--- src/rtl/gf_row_accum.sv ---
// Row accumulator for a GF(2^8) matrix-vector product: folds per-beat XOR-reduced
// lane products into row bytes and packs them MSB-first into PROC_SIZE-bit result words.
module gf_row_accum #(
    parameter int MAT_ROW_SIZE = 8,
    parameter int MAT_COL_SIZE = 8,
    parameter int N_GF         = 8,
    localparam int PROC_SIZE   = N_GF * 8,
    localparam int WORDS       = (MAT_ROW_SIZE + N_GF - 1) / N_GF,
    localparam int AW          = (WORDS > 1) ? $clog2(WORDS) : 1
) (
    input  logic                 i_clk,
    input  logic                 i_rst,
    input  logic                 i_start,
    input  logic                 i_valid,
    input  logic [7:0]           i_partial,
    output logic                 o_ready,
    output logic [PROC_SIZE-1:0] o_res,
    output logic [AW-1:0]        o_res_addr,
    output logic                 o_res_valid,
    input  logic                 i_res_ready,
    output logic                 o_busy,
    output logic                 o_done
);

    localparam int BEATS = MAT_COL_SIZE / N_GF;
    localparam int BW    = (BEATS > 1) ? $clog2(BEATS) : 1;
    localparam int LW    = (N_GF > 1) ? $clog2(N_GF) : 1;
    localparam int RW    = $clog2(MAT_ROW_SIZE + 1);

    typedef enum logic [1:0] {IDLE, ACCUM, FLUSH, DONE} state_t;

    state_t               state, state_nx;
    logic [7:0]           acc;
    logic [7:0]           row_byte;
    logic [BW-1:0]        beat_cnt;
    logic [RW-1:0]        row_cnt;
    logic [LW-1:0]        lane_cnt;
    logic [PROC_SIZE-1:0] word_buf, word_nx;
    logic                 beat_fire, res_fire, row_done, last_row, word_done;

    assign o_busy    = (state != IDLE);
    assign o_done    = (state == DONE);
    assign o_ready   = (state == ACCUM) && !(o_res_valid && !i_res_ready);
    assign beat_fire = o_ready && i_valid;
    assign res_fire  = o_res_valid && i_res_ready;
    assign row_done  = beat_fire && (beat_cnt == BW'(BEATS - 1));
    assign last_row  = (row_cnt == RW'(MAT_ROW_SIZE - 1));
    assign word_done = row_done && ((lane_cnt == LW'(N_GF - 1)) || last_row);
    assign row_byte  = acc ^ i_partial;

    // Row byte k lands in lane k counted from the MSB end.
    always_comb begin
        word_nx = word_buf;
        word_nx[PROC_SIZE - 1 - 8 * int'(lane_cnt) -: 8] = row_byte;
    end

    always_comb begin
        state_nx = state;
        case (state)
            IDLE:    if (i_start) state_nx = ACCUM;
            ACCUM:   if (row_done && last_row) state_nx = FLUSH;
            FLUSH:   if (res_fire) state_nx = DONE;
            DONE:    state_nx = IDLE;
            default: state_nx = IDLE;
        endcase
    end

    always_ff @(posedge i_clk or negedge i_rst) begin
        if (!i_rst) state <= IDLE;
        else        state <= state_nx;
    end

    always_ff @(posedge i_clk or negedge i_rst) begin
        if (!i_rst) begin
            acc         <= '0;
            beat_cnt    <= '0;
            row_cnt     <= '0;
            lane_cnt    <= '0;
            word_buf    <= '0;
            o_res       <= '0;
            o_res_addr  <= '0;
            o_res_valid <= 1'b0;
        end else if (state == IDLE && i_start) begin
            acc        <= '0;
            beat_cnt   <= '0;
            row_cnt    <= '0;
            lane_cnt   <= '0;
            word_buf   <= '0;
            o_res_addr <= '0;
        end else begin
            if (res_fire) begin
                o_res_valid <= 1'b0;
                o_res_addr  <= o_res_addr + 1'b1;
            end
            // A completing word may load in the same cycle the previous one handshakes.
            if (beat_fire) begin
                if (row_done) begin
                    acc      <= '0;
                    beat_cnt <= '0;
                    row_cnt  <= row_cnt + 1'b1;
                    if (word_done) begin
                        o_res       <= word_nx;
                        o_res_valid <= 1'b1;
                        word_buf    <= '0;
                        lane_cnt    <= '0;
                    end else begin
                        word_buf <= word_nx;
                        lane_cnt <= lane_cnt + 1'b1;
                    end
                end else begin
                    acc      <= acc ^ i_partial;
                    beat_cnt <= beat_cnt + 1'b1;
                end
            end
        end
    end

endmodule

--- config.mk ---
export PLATFORM = sky130hd
export DESIGN_NAME = gf_row_accum
export DESIGN_NICKNAME = d
export VERILOG_FILES = /design/src/rtl/gf_row_accum.sv
export SDC_FILE = /design/constraint.sdc
export NUM_CORES = 1
export LEC_CHECK = 0
export ABC_AREA = 1
export BUFFER_PORTS_ARGS = -buffer_cell sky130_fd_sc_hd__clkbuf_2
export CORE_UTILIZATION = 30
export CTS_CLUSTER_DIAMETER = 80
export DETAILED_ROUTE_END_ITERATION = 10
export GPL_TIMING_DRIVEN = 0
export PLACE_DENSITY = 0.49
export SKIP_CTS_REPAIR_TIMING = 1
export SLEW_MARGIN = 5
export SYNTH_ARGS = -nofsm -noshare
export SYNTH_HDL_FRONTEND = slang
export SYNTH_SLANG_ARGS = --single-unit
--- constraint.sdc ---
create_clock -name i_clk -period 3.55 [get_ports i_clk]
set_clock_uncertainty 0.2 [all_clocks]
set_input_delay 0.5325 -clock i_clk [delete_from_list [all_inputs] [get_ports i_clk]]
set_output_delay 0.5325 -clock i_clk [all_outputs]
set_load 0.02 [all_outputs]
==> impl_metrics.csv <==
group,metric,value,unit
pwr,powerDensity,618,nW/um2
routing,viasPerCell,4.51,
run_status,status,"finished, final reports clean",
setup_path,cp_slowest_stage_delay,0.37,ns
hold_path,whs_path_depth,3,
yosys,avgSynthCellArea,7.86,um2
cts,cts_tree,"done",
pwr,pwr-share-seq,0.358,
yosys,synthCells,899,
cells_and_area,drive_gt1_frac,0.158,
routing,dr.pass1.iters,5,
yosys,synth_cell_types,26,
cells_and_area,area_growth,20.7,%
setup_path,crit_buf_inv,4,
die,pin_count,82,
cts,clock_latency,0.42,ns
placed_design,placed_area,7900,um2
yosys,syn-cell-area,7070,um2
cts,cts_buffers,17,
setup_path,critPathMaxFanout,11,
setup_path,critPathTopFamily,"buffers and inverters",
cells_and_area,stdcell_area,8530,um2
setup_path,reg2regPathDepth,10,
placed_design,dp_cells,1294,
global_routing,grt_pass1_vias,5890,
routing,drc,0,
die,num_rows,55,
sta,holdWs,0.218,ns
die,die_area,24200,um2
cts,path_clk_slew,0.06,ns
setup_path,crit_path_start_kind,"flip-flop",
cells_and_area,postLayoutCoreUtil,0.373,
setup_path,cpMaxStageDelayCell,"dfrtp_1",
setup_path,cp.depth,10,
die,fp.dieW,155,um
setup_path,cp.required,3.67,ns
setup_path,critPathKind,"reg -> reg",
sta,period_share,0.705,
pwr,p_clk_frac,0.365,
die,die_h,155,um
routing,wirelength,19300,um
yosys,syn_nets,924,
cells_and_area,nets,1026,
sta,hold_viol_final,0,
yosys,yosysWarnings,0,
setup_path,crit_path_end_kind,"flip-flop",
routing,ant_nets,0,
sta,finalSetupViolations,0,
sta,clock.fmax,0.400,GHz
hold_path,worstHoldPathType,"in -> reg",
global_routing,grt_use_total,0.170,
placed_design,place_congestion,0.725,
pwr,switching_power,1.93,mW
placed_design,io_buffers,81,
sta,timing.slew.headroom,0.180,
sta,min_period,2.50,ns
cts,clockRootBuffer,"clkbuf_16",
yosys,yosysSeqAreaShare,0.524,
setup_path,cp_cell_sequence,"clkbuf_1, inv_1, buf_2, ha_1, nand2_1, inv_1, nand4_1, nand2_1, nand2_1, nand2_1",
placed_design,hpwl,12800,um
routing,vias,5988,
setup_path,cp_common_cell,"nand2_1",
routing,wl_per_cell,14.5,um
pwr,peakVddDrop,0.000285,V
sta,worstMarginPinSlew,1.23,ns
cells_and_area,final_cells,1327,
routing,dr.first_iter.drc_count,319,
die,core_area,22800,um2
cts,clock-sinks,148,
cells_and_area,n_antenna_cell,0,
sta,slew_violations,0,
cells_and_area,fillers,2443,
global_routing,grt_max_degree,76,
global_routing,grt_pass1_wl,31800,um
setup_path,crit_arrival,2.62,ns
pwr,p_leak,4.88,nW
die,initial_utilization,0.309,
pwr,p_int,3.34,mW
sta,rsz0062_at_grt,"false",
run,maxCapViolCount,0,
yosys,ys_seq_elements,148,
pwr,swShare,0.365,
cts,cts-htree-levels,4,
global_routing,overflow,0,
global_routing,antenna_found_initial,0,
pwr,comb_power_share,0.277,
cts,cts_buffer_depth,2,
-- per-stage QoR --
stage               setup WS [ns]  TNS, ns  total power [mW]
finish                       1.05        0              5.27
detailed placement           1.04        0              3.37
global route                0.789        0              5.58
CTS                          1.03        0              5.31
floorplan                    1.55        0              2.85
global placement            -1.11  -162.44              3.36
-- kinds of logic (layout without fill, tap and decap cells) --
| logic type | after synthesis | count (layout) | synth area share |
|---|---|---|---|
| adders and majority gates | 12 | 12 | 0.0212 |
| AOI/OAI and AO/OA | 21 | 21 | 0.0154 |
| and+or+nand+nor | 636 | 636 | 0.371 |
| DFF | 148 | 148 | 0.524 |
| buffers and inverters | 74 | 189 | 0.0586 |
| xor gates and xnor gates | 8 | 8 | 0.00992 |
-- area by class of cell --
type,count,area [um2],area share
Inverter,30,115,0.0135
Multi-Input combinational cell,677,2950,0.346
Tap cell,313,392,0.0459
Timing Repair Buffer,83,452,0.0530
Sequential cell,148,3700,0.434
Clock inverter,13,184,0.0216
Clock buffer,19,433,0.0508
Buffer,44,299,0.0351
-- cell usage in the layout (no fill, tap or decap), types with 4 or more instances in the layout --
cell type	n
nand2_1	542
nand4_1	64
nor2_2	4
inv_1	23
clkbuf_1	10
buf_6	11
ha_1	12
o21ai_0	15
buf_1	4
a21oi_1	4
clkinvlp_4	6
buf_4	10
xor2_1	8
bufinv_16	4
clkbuf_2	80
nand3_1	15
buf_2	11
clkbuf_16	17
nor2_1	4
dfrtp_1	148
inv_2	4
-- per-layer routing --
layer / global-route usage / routed length (um) / vias up
met5: 0 / 0 / -
met4: 0.0532 / 330 / 0
met3: 0.0348 / 660 / 23
met2: 0.269 / 8870 / 113
met1: 0.234 / 9420 / 2802
li1: - / - / 3050
-- power by group through the flow --
stage	Sequential (mW)	Combinational [mW]	Clock, mW
final	1.89	1.46	1.92
after global placement	1.92	1.45	0
after global routing	1.91	1.62	2.05
after detailed placement	1.92	1.46	0
after CTS	1.89	1.46	1.96
after floorplan	1.90	0.949	0
-- registers in the layout, indices dropped and copies added (netlist names) --
register     count
o_res           64
lane_cnt         3
beat_cnt         1
acc              8
o_res_addr       1
word_buf        64
row_cnt          4
o_res_valid      1
state            2
-- cell usage after synthesis, drive strengths merged --
cell / count / area, um2
a21oi: 4 / 20.0
buf: 36 / 269
clkbuf: 8 / 30.0
clkinv: 2 / 7.51
dfrtp: 148 / 3700
ha: 12 / 150
inv: 28 / 108
nand2: 544 / 2050
nand3: 17 / 95.1
nand4: 65 / 422
nor2: 8 / 40.0
nor3: 1 / 10.0
o21ai: 15 / 75.1
o21bai: 1 / 7.51
o22ai: 1 / 6.26
or2: 1 / 6.26
xor2: 8 / 70.1
-- worst reg2reg max path: cells and delay by family (launching register included) --
family / cells / cell delay (ns)
AND/OR/NAND/NOR: 5 / 0.69
adder cells (fa/ha/maj): 1 / 0.23
flip-flops: 1 / 0.37
buffers and inverters: 4 / 0.92
-- path summary, 6_finish.rpt --
kind | from | end | slack, ns
setup reg to reg | lane_cnt[0] | o_res[15] | 1.05
hold reg to reg | o_res[6] | o_res[6] | 0.27
min in group asynchronous | i_rst | state[0] | 0.50
max in group asynchronous | i_rst | o_res[32] | 1.87
hold / removal | i_res_ready | o_res_addr | 0.22
setup / recovery | lane_cnt[0] | o_res[15] | 1.05
(Power assumes the default switching activity.)
